### src/rtl/breakout_pixel_pipe_if.sv
// Scan-side bundle for the Breakout pixel pipe:
// coordinates in, registered colour out.
interface breakout_pixel_pipe_if;
    logic       pix_valid;
    logic       frame_start;
    logic [9:0] DrawX;
    logic [9:0] DrawY;
    logic [7:0] Red;
    logic [7:0] Green;
    logic [7:0] Blue;
    logic       rgb_valid;

    modport master (
        output pix_valid, frame_start, DrawX, DrawY,
        input  Red, Green, Blue, rgb_valid
    );

    modport slave (
        input  pix_valid, frame_start, DrawX, DrawY,
        output Red, Green, Blue, rgb_valid
    );
endinterface

### src/rtl/breakout_pixel_pipe.sv
// Breakout pixel colour pipe: bricks, ball, paddle, score text,
// life markers and lost-life border flash; two-stage registered RGB.
module breakout_font_rom (
    input  logic [10:0] addr,
    output logic [7:0]  data
);
    logic [127:0] g;

    // One 8x16 glyph per code, row 0 in the top byte.
    always_comb begin
        g = '0;
        case (addr[10:4])
            7'h30: g = 128'h00007CC6C6CEDEF6E6C6C67C00000000;
            7'h31: g = 128'h00001838781818181818187E00000000;
            7'h32: g = 128'h00007CC6060C183060C0C6FE00000000;
            7'h33: g = 128'h00007CC606063C060606C67C00000000;
            7'h34: g = 128'h00000C1C3C6CCCFE0C0C0C1E00000000;
            7'h35: g = 128'h0000FEC0C0C0FC060606C67C00000000;
            7'h36: g = 128'h00003860C0C0FCC6C6C6C67C00000000;
            7'h37: g = 128'h0000FEC606060C183030303000000000;
            7'h38: g = 128'h00007CC6C6C67CC6C6C6C67C00000000;
            7'h39: g = 128'h00007CC6C6C67E0606060C7800000000;
            7'h3A: g = 128'h00000000181800000018180000000000;
            7'h53: g = 128'h00007CC6C660380C06C6C67C00000000;
            7'h63: g = 128'h00000000007CC6C0C0C0C67C00000000;
            7'h65: g = 128'h00000000007CC6FEC0C0C67C00000000;
            7'h6F: g = 128'h00000000007CC6C6C6C6C67C00000000;
            7'h72: g = 128'h0000000000DC7666606060F000000000;
            default: g = '0;
        endcase
    end

    assign data = g[{~addr[3:0], 3'b000} +: 8];
endmodule

module breakout_pixel_pipe #(
    parameter int  COLS      = 8,
    parameter int  ROWS      = 4,
    parameter int  BLK_W     = 80,
    parameter int  BLK_H     = 20,
    parameter int  TOP_Y     = 10,
    parameter int  MAX_LIVES = 3,
    parameter int  SCORE_DIG = 4,
    parameter int  POINTS    = 1,
    parameter int  FLASH_FRM = 30,
    localparam int LW        = $clog2(MAX_LIVES + 1),
    localparam int NB        = ROWS * COLS,
    localparam int SW        = 4 * SCORE_DIG
) (
    input  logic                 Clk,
    input  logic                 Reset_n,
    breakout_pixel_pipe_if.slave pix,
    input  logic [9:0]           BallX,
    input  logic [9:0]           BallY,
    input  logic [9:0]           Ball_size,
    input  logic [9:0]           BarX,
    input  logic [9:0]           BarY,
    input  logic [9:0]           Bar_SizeX,
    input  logic [9:0]           Bar_SizeY,
    input  logic [9:0]           Block_SizeX,
    input  logic [9:0]           Block_SizeY,
    input  logic [NB-1:0]        Block_Array,
    input  logic [LW-1:0]        lives,
    input  logic                 block_hit,
    input  logic                 score_clear,
    output logic [SW-1:0]        score_bcd
);

    localparam int FW  = $clog2(FLASH_FRM + 1);
    localparam int SCW = 8 * (6 + SCORE_DIG);

    typedef struct packed {
        logic        vld;
        logic [9:0]  x;
        logic [9:0]  y;
        logic        ball;
        logic        pad;
        logic        brick;
        logic [1:0]  pal;
        logic        life;
        logic        flash;
        logic [10:0] faddr;
    } s1_t;

    s1_t           s1_d;
    s1_t           s1_q;
    logic [23:0]   rgb_d;
    logic [23:0]   rgb_q;
    logic          vld_q;
    logic [7:0]    frow;

    logic [SW-1:0] score_q;
    logic [SW-1:0] score_nx;
    logic [SW-1:0] shadow_q;
    logic          carry;
    logic [4:0]    dsum;
    logic [LW-1:0] prev_lives;
    logic [FW-1:0] flash_cnt;

    logic [9:0]    dx;
    logic [9:0]    dy;
    logic [19:0]   dx2;
    logic [19:0]   dy2;
    logic [19:0]   r2;
    logic          brk;
    logic [1:0]    pal;
    logic          life;
    logic [6:0]    ci;
    logic [6:0]    ch;
    logic          brd;
    logic          scr;
    logic          fbit;
    logic [23:0]   pal_rgb;

    // Low edge clamps at zero so objects near the left/top edge still hit.
    function automatic logic in_span(
        input logic [9:0] d,
        input logic [9:0] c,
        input logic [9:0] h
    );
        logic [10:0] lo;
        logic [10:0] hi;
        lo = (c >= h) ? {1'b0, c - h} : 11'd0;
        hi = {1'b0, c} + {1'b0, h};
        return ({1'b0, d} >= lo) && ({1'b0, d} <= hi);
    endfunction

    always_comb begin
        dx  = (pix.DrawX >= BallX) ? pix.DrawX - BallX : BallX - pix.DrawX;
        dy  = (pix.DrawY >= BallY) ? pix.DrawY - BallY : BallY - pix.DrawY;
        dx2 = 20'(dx) * 20'(dx);
        dy2 = 20'(dy) * 20'(dy);
        r2  = 20'(Ball_size) * 20'(Ball_size);
    end

    // Scan from the top index down so the lowest present brick wins.
    always_comb begin
        brk = 1'b0;
        pal = 2'd0;
        for (int i = NB - 1; i >= 0; i--) begin
            if (Block_Array[i]
                && in_span(pix.DrawX,
                           10'((i % COLS) * BLK_W + BLK_W / 2),
                           Block_SizeX)
                && in_span(pix.DrawY,
                           10'(TOP_Y + (i / COLS) * BLK_H),
                           Block_SizeY)) begin
                brk = 1'b1;
                pal = 2'(((i / COLS) + (i % COLS)) % 3);
            end
        end
    end

    always_comb begin
        life = 1'b0;
        for (int k = 0; k < MAX_LIVES; k++) begin
            if (int'(lives) > k
                && int'(pix.DrawX) >= 624 - 30 * k
                && int'(pix.DrawX) <= 638 - 30 * k
                && pix.DrawY >= 10'd465
                && pix.DrawY <= 10'd479)
                life = 1'b1;
        end
    end

    always_comb begin
        ci = pix.DrawX[9:3];
        unique case (ci)
            7'd0:    ch = 7'h53;
            7'd1:    ch = 7'h63;
            7'd2:    ch = 7'h6F;
            7'd3:    ch = 7'h72;
            7'd4:    ch = 7'h65;
            7'd5:    ch = 7'h3A;
            default: ch = 7'h20;
        endcase
        for (int d = 0; d < SCORE_DIG; d++) begin
            if (ci == 7'(6 + SCORE_DIG - 1 - d))
                ch = {3'h3, shadow_q[4*d +: 4]};
        end
    end

    always_comb begin
        s1_d       = '0;
        s1_d.vld   = pix.pix_valid;
        s1_d.x     = pix.DrawX;
        s1_d.y     = pix.DrawY;
        s1_d.ball  = ({1'b0, dx2} + {1'b0, dy2}) <= {1'b0, r2};
        s1_d.pad   = in_span(pix.DrawX, BarX, Bar_SizeX)
                     && in_span(pix.DrawY, BarY, Bar_SizeY);
        s1_d.brick = brk;
        s1_d.pal   = pal;
        s1_d.life  = life;
        s1_d.flash = (flash_cnt != '0) && flash_cnt[2];
        s1_d.faddr = {ch, pix.DrawY[3:0]};
    end

    breakout_font_rom u_font (
        .addr (s1_q.faddr),
        .data (frow)
    );

    always_comb begin
        brd  = s1_q.x < 10'd4 || s1_q.x > 10'd635 || s1_q.y < 10'd4;
        scr  = s1_q.y >= 10'd464 && s1_q.y <= 10'd479
               && s1_q.x < 10'(SCW);
        fbit = frow[3'd7 - s1_q.x[2:0]];
        unique case (s1_q.pal)
            2'd0:    pal_rgb = 24'h10A201;
            2'd1:    pal_rgb = 24'h801F80;
            default: pal_rgb = 24'h80FF55;
        endcase
    end

    always_comb begin
        rgb_d = 24'h000000;
        if (s1_q.vld) begin
            priority case (1'b1)
                brd && s1_q.flash: rgb_d = 24'hFF0000;
                s1_q.life:         rgb_d = 24'hE0E722;
                scr:               rgb_d = fbit ? 24'hFFFFFF : 24'h000000;
                s1_q.brick:        rgb_d = pal_rgb;
                s1_q.pad:          rgb_d = 24'h808080;
                s1_q.ball:         rgb_d = 24'hFF5500;
                default:           rgb_d = 24'h0000FF;
            endcase
        end
    end

    always_ff @(posedge Clk or negedge Reset_n) begin
        if (!Reset_n) begin
            s1_q  <= '0;
            rgb_q <= '0;
            vld_q <= 1'b0;
        end else begin
            s1_q  <= s1_d;
            rgb_q <= rgb_d;
            vld_q <= s1_q.vld;
        end
    end

    assign pix.Red       = rgb_q[23:16];
    assign pix.Green     = rgb_q[15:8];
    assign pix.Blue      = rgb_q[7:0];
    assign pix.rgb_valid = vld_q;

    // BCD ripple add; a carry out of the top digit pins the score at all 9s.
    always_comb begin
        carry    = 1'b0;
        dsum     = 5'd0;
        score_nx = score_q;
        for (int i = 0; i < SCORE_DIG; i++) begin
            dsum = {1'b0, score_q[4*i +: 4]} + 5'(carry)
                   + ((i == 0) ? 5'(POINTS) : 5'd0);
            if (dsum > 5'd9) begin
                score_nx[4*i +: 4] = 4'(dsum - 5'd10);
                carry              = 1'b1;
            end else begin
                score_nx[4*i +: 4] = dsum[3:0];
                carry              = 1'b0;
            end
        end
        if (carry)
            score_nx = {SCORE_DIG{4'h9}};
    end

    always_ff @(posedge Clk or negedge Reset_n) begin
        if (!Reset_n) begin
            score_q  <= '0;
            shadow_q <= '0;
        end else begin
            if (score_clear)
                score_q <= '0;
            else if (block_hit)
                score_q <= score_nx;
            if (pix.frame_start)
                shadow_q <= score_q;
        end
    end

    assign score_bcd = score_q;

    always_ff @(posedge Clk or negedge Reset_n) begin
        if (!Reset_n) begin
            prev_lives <= '0;
            flash_cnt  <= '0;
        end else begin
            prev_lives <= lives;
            if (lives < prev_lives)
                flash_cnt <= FW'(FLASH_FRM);
            else if (pix.frame_start && flash_cnt != '0)
                flash_cnt <= flash_cnt - 1'b1;
        end
    end

endmodule
### src/flat_wrapper.sv
// flat-port wrapper written by rule: the top's interface ports become plain ports
module breakout_pixel_pipe_flat 
#(
    parameter int  COLS      = 8,
    parameter int  ROWS      = 4,
    parameter int  BLK_W     = 80,
    parameter int  BLK_H     = 20,
    parameter int  TOP_Y     = 10,
    parameter int  MAX_LIVES = 3,
    parameter int  SCORE_DIG = 4,
    parameter int  POINTS    = 1,
    parameter int  FLASH_FRM = 30,
    localparam int LW        = $clog2(MAX_LIVES + 1),
    localparam int NB        = ROWS * COLS,
    localparam int SW        = 4 * SCORE_DIG
)
  (Clk, Reset_n, BallX, BallY, Ball_size, BarX, BarY, Bar_SizeX, Bar_SizeY, Block_SizeX, Block_SizeY, Block_Array, lives, block_hit, score_clear, score_bcd, pix_pix_valid, pix_frame_start, pix_DrawX, pix_DrawY, pix_Red, pix_Green, pix_Blue, pix_rgb_valid);
  breakout_pixel_pipe_if pix_i ();
  input  logic Clk;
  input  logic Reset_n;
  input  logic [9:0] BallX;
  input  logic [9:0] BallY;
  input  logic [9:0] Ball_size;
  input  logic [9:0] BarX;
  input  logic [9:0] BarY;
  input  logic [9:0] Bar_SizeX;
  input  logic [9:0] Bar_SizeY;
  input  logic [9:0] Block_SizeX;
  input  logic [9:0] Block_SizeY;
  input  logic [NB-1:0] Block_Array;
  input  logic [LW-1:0] lives;
  input  logic block_hit;
  input  logic score_clear;
  output logic [SW-1:0] score_bcd;
  input wire logic [$bits(pix_i.pix_valid)-1:0] pix_pix_valid;
  input wire logic [$bits(pix_i.frame_start)-1:0] pix_frame_start;
  input wire logic [$bits(pix_i.DrawX)-1:0] pix_DrawX;
  input wire logic [$bits(pix_i.DrawY)-1:0] pix_DrawY;
  output wire logic [$bits(pix_i.Red)-1:0] pix_Red;
  output wire logic [$bits(pix_i.Green)-1:0] pix_Green;
  output wire logic [$bits(pix_i.Blue)-1:0] pix_Blue;
  output wire logic [$bits(pix_i.rgb_valid)-1:0] pix_rgb_valid;
  assign pix_i.pix_valid = pix_pix_valid;
  assign pix_i.frame_start = pix_frame_start;
  assign pix_i.DrawX = pix_DrawX;
  assign pix_i.DrawY = pix_DrawY;
  assign pix_Red = pix_i.Red;
  assign pix_Green = pix_i.Green;
  assign pix_Blue = pix_i.Blue;
  assign pix_rgb_valid = pix_i.rgb_valid;
  breakout_pixel_pipe #(.COLS(COLS), .ROWS(ROWS), .BLK_W(BLK_W), .BLK_H(BLK_H), .TOP_Y(TOP_Y), .MAX_LIVES(MAX_LIVES), .SCORE_DIG(SCORE_DIG), .POINTS(POINTS), .FLASH_FRM(FLASH_FRM)) u_core (.Clk(Clk), .Reset_n(Reset_n), .pix(pix_i), .BallX(BallX), .BallY(BallY), .Ball_size(Ball_size), .BarX(BarX), .BarY(BarY), .Bar_SizeX(Bar_SizeX), .Bar_SizeY(Bar_SizeY), .Block_SizeX(Block_SizeX), .Block_SizeY(Block_SizeY), .Block_Array(Block_Array), .lives(lives), .block_hit(block_hit), .score_clear(score_clear), .score_bcd(score_bcd));
endmodule
### config.mk
export PLATFORM = sky130hd
export DESIGN_NAME = breakout_pixel_pipe_flat
export DESIGN_NICKNAME = d
export VERILOG_FILES = /design/src/rtl/breakout_pixel_pipe_if.sv /design/src/rtl/breakout_pixel_pipe.sv /design/src/flat_wrapper.sv
export SDC_FILE = /design/constraint.sdc
export NUM_CORES = 1
export LEC_CHECK = 0
export BUFFER_PORTS_ARGS = -buffer_cell sky130_fd_sc_hd__buf_2
export CELL_PAD_IN_SITES_DETAIL_PLACEMENT = 0
export CELL_PAD_IN_SITES_GLOBAL_PLACEMENT = 1
export CORE_MARGIN = 10
export CORE_UTILIZATION = 43
export DETAILED_ROUTE_END_ITERATION = 16
export GPL_TIMING_DRIVEN = 0
export PLACE_DENSITY_LB_ADDON = 0.1
export SYNTH_ARGS = -nofsm -noshare
export SYNTH_HDL_FRONTEND = slang
export SYNTH_SLANG_ARGS = --single-unit
### constraint.sdc
create_clock -name Clk -period 6.6 [get_ports Clk]
set_input_delay 0.66 -clock Clk [delete_from_list [all_inputs] [get_ports Clk]]
set_output_delay 0.66 -clock Clk [all_outputs]
set_load 0.01 [all_outputs]
==> impl_metrics.tcl <==
set metrics [dict create \
    io_pins 191 \
    synthCells 3190 \
    required_ns 6.85 \
    netlist_area_um2 25740 \
    rr_worst_depth 34 \
    cts_made_buffers 9 \
    std_cell_rows 89 \
    yosysUniqueCellTypes 102 \
    grt_max_degree 49 \
    crit_arrival_ns 9.93 \
    grt_setup_unrepaired "yes" \
    post-route-min-period_ns 9.683 \
    status "finished with violations" \
    seqCellArea_um2 2280 \
    grt_pass1_vias 24320 \
    setup_tns_ns -3.083 \
    worst_slack_ns -3.083 \
    cts_tree "done" \
    hpwl_mm 65.60 \
    wl_met1_mm 37.86 \
    cts_buffer_depth 2 \
    synthFlopType "dfrtp_1" \
    ys_seq_area_frac 0.08848 \
    cts.sinks 91 \
    cp-endpoint "u_core.s1_q[17]" \
    dr_total_vias 23970 \
    path_class "input port to flop" \
    critPathSlowestCell "fa_1" \
    design.die.area_um2 70040 \
    synth.area.top_cells "ha_1, fa_1, dfrtp_1" \
    postSynthAreaPerCell_um2 8.068 \
    min_path_type "input port to async pin" \
    hold_viol 0 \
    synth_top_area_share 0.2402 \
    grt_pass1_wl_mm 129.2 \
    clk_pin_slew_ns 0.07 \
    ant_nets 0 \
    fin_skew_ns 0.006325 \
    route.met3.wl_mm 4.114 \
    fp.dieW_um 264.7 \
    rrSetupSlack_ns 0.44 \
    async_reset_ff_frac 1.000 \
    gp_congestion 0.9251 \
    reg2reg_from "u_core.score_bcd[0]" \
    post-route-period-util 1.467 \
    max_freq_mhz 103.3 \
    cts_root_buffer "clkbuf_16" \
    yosysWarnings 0 \
    worstSkewPairLatency_ns 0.34 \
    final_net_count 4276 \
    dp.cells 4152 \
    crit_start "pix_DrawY[0]" \
    numPortBuffers 185 \
    synth_top_cell_by_area "ha_1" \
    top_layer "met5" \
    synth_edf_count 0 \
    via_per_inst 5.670 \
    place_ws_ns -5.103 \
    drcViolationCount 0 \
    worstMarginPinSlew_ns 1.127 \
    instances_no_fill 4228 \
    drive_gt1_frac 0.1390 \
    start_util 0.4353 \
    drt_iter0_markers 1489 \
    cp-end-kind "flop" \
    cp_max_fo 4 \
    crit_top_cell "fa_1" \
    grt_overflow 0 \
    fill_cells 5850 \
    cap_viol_max_count 0 \
    wl_mm 80.75 \
    slowest_delay_ns 0.53 \
    timing.rr.end "u_core.score_bcd[6]" \
    multi_input_area_um2 22130 \
    wl_met2_mm 37.34 \
    relSlewSlack 0.2442 \
    ys_seq_elements 91 \
    area_growth_syn_to_layout_pct 13.77 \
    firstDrtPassIters 6 \
    htreeDepth 3 \
    maxSlewViolCount 0 \
    hold_buffers 0 \
    antenna_found_initial 10 \
    grtUsageTotal 0.2243 \
    startpoint_type "input port" \
    die_h_um 264.7 \
    violations "negative setup slack" \
    coreArea_um2 59130 \
    wl_per_cell_um 19.10 \
    finalSetupViolCount 1 \
]
[layout by cell type (no fill, tap or decap), types with 14 or more instances in the layout]
master and count:
nor2b_1 42, buf_2 184, dfrtp_1 89, nor4_1 14
fa_1 183, o21ai_1 14, a31oi_1 28, nand3_1 62
buf_1 14, xor2_1 44, a21o_1 53, buf_4 76
a21oi_1 159, nand4_1 38, and3_1 23, o21ai_0 133
mux2_2 23, ha_1 476, nor2_1 233, a211oi_1 20
inv_1 362, xnor2_1 133, or2_2 17, o21bai_1 17
nand2b_1 50, and2_1 63, o21a_1 30, nor3_1 64
clkbuf_1 61, nand2_1 302, o31ai_1 17, o211ai_1 29
[how the worst min path moves through the flow]
stage,start,endpoint,cells past startpoint
floorplan,Reset_n,u_core.flash_cnt[0],0
global placement,u_core.shadow_q[2],u_core.shadow_q[2],1
detailed placement,u_core.shadow_q[1],u_core.shadow_q[1],1
CTS,Reset_n,u_core.score_bcd[7],1
global route,Reset_n,u_core.score_bcd[7],1
finish,Reset_n,u_core.score_bcd[7],1
[routing by layer]
| metal | vias up | track usage |
|---|---|---|
| met3 | 102 | 0.02750 |
| li1 | 11590 | - |
| met4 | 8 | 0.04224 |
| met2 | 627 | 0.3743 |
| met5 | - | 0 |
| met1 | 11650 | 0.3079 |
[critical path, delay by kind of cell]
family,cells,cell delay [ns]
simple gates,9,1.13
buf+inv,9,0.61
xor+xnor,2,0.41
mux,1,0.33
fa+ha+maj,11,4.44
compound gates,15,2.30
[state kept, by name (all words and copies together), names as in the netlist]
signal,flops
u_core.shadow_q,16
u_core.rgb_q,16
u_core.prev_lives,2
u_core.pix.rgb_valid,1
u_core.score_bcd,16
u_core.flash_cnt,5
u_core.s1_q,35
[cell usage after synthesis, types with 10 or more instances]
| cell type | instances |
|---|---|
| nand2_1 | 303 |
| buf_1 | 14 |
| and3_1 | 23 |
| or3_1 | 13 |
| nand3_1 | 62 |
| nand2b_1 | 50 |
| o41ai_1 | 12 |
| a31oi_1 | 29 |
| buf_4 | 11 |
| o31ai_1 | 18 |
| o21ai_1 | 12 |
| a211oi_1 | 25 |
| or2_2 | 18 |
| inv_1 | 375 |
| nor3_1 | 65 |
| o211ai_1 | 29 |
| a211o_1 | 11 |
| xor2_1 | 47 |
| dfrtp_1 | 91 |
| nor2b_1 | 42 |
| ha_1 | 494 |
| o2111ai_1 | 11 |
| o21a_1 | 30 |
| and2_1 | 63 |
| xnor2_1 | 144 |
| nor4_1 | 15 |
| a21o_1 | 53 |
| a21boi_0 | 10 |
| o21ai_0 | 139 |
| mux2_2 | 25 |
| a221oi_1 | 10 |
| nand4_1 | 38 |
| clkbuf_1 | 72 |
| fa_1 | 185 |
| a21oi_1 | 167 |
| nor2_1 | 244 |
| o21bai_1 | 17 |
| buf_2 | 18 |
| mux2i_1 | 14 |
[cells by family (layout without fill, tap and decap cells)]
kind of cell / Yosys count / count (layout) / share of synthesized area
other: 1 / 7 / 0.0001457
muxes: 39 / 39 / 0.01638
adders and majority gates: 680 / 680 / 0.3844
AOI/OAI and AO/OA: 697 / 697 / 0.1812
xor gates and xnor gates: 191 / 191 / 0.06500
DFF: 91 / 91 / 0.08848
and+or+nand+nor: 992 / 992 / 0.1874
buffers and inverters: 499 / 758 / 0.07701
[layout make-up]
| class | count | share of cell area |
|---|---|---|
| diodes | 3 | 0.0002564 |
| plain buffers | 117 | 0.02042 |
| clock buffers | 11 | 0.008631 |
| clock inverters | 5 | 0.001282 |
| inverters | 378 | 0.04940 |
| multi-input cells | 2603 | 0.7558 |
| flip-flops and latches | 91 | 0.07785 |
| well taps | 773 | 0.03303 |
| repair buffers | 247 | 0.05337 |
[through the flow]
step	util	hold WS, ns	instance area [um^2]
after floorplan	-	0.3644	25860
after global placement	0.4694	0.4864	27750
after detailed placement	0.4699	0.4953	27780
after CTS	0.4860	0.3320	28740
after global routing	0.4951	0.3470	29280
final	0.4952	0.3152	29280
[what timing repair did]
item,in CTS,in global routing
gates resized for setup,101,73
gates cloned,0,2
pin swaps,34,56
setup buffers,33,27
setup endpoints to repair,17,8
Power is not shown: default switching activity piles up to over one toggle a cycle in this logic, so the estimate is an artifact.
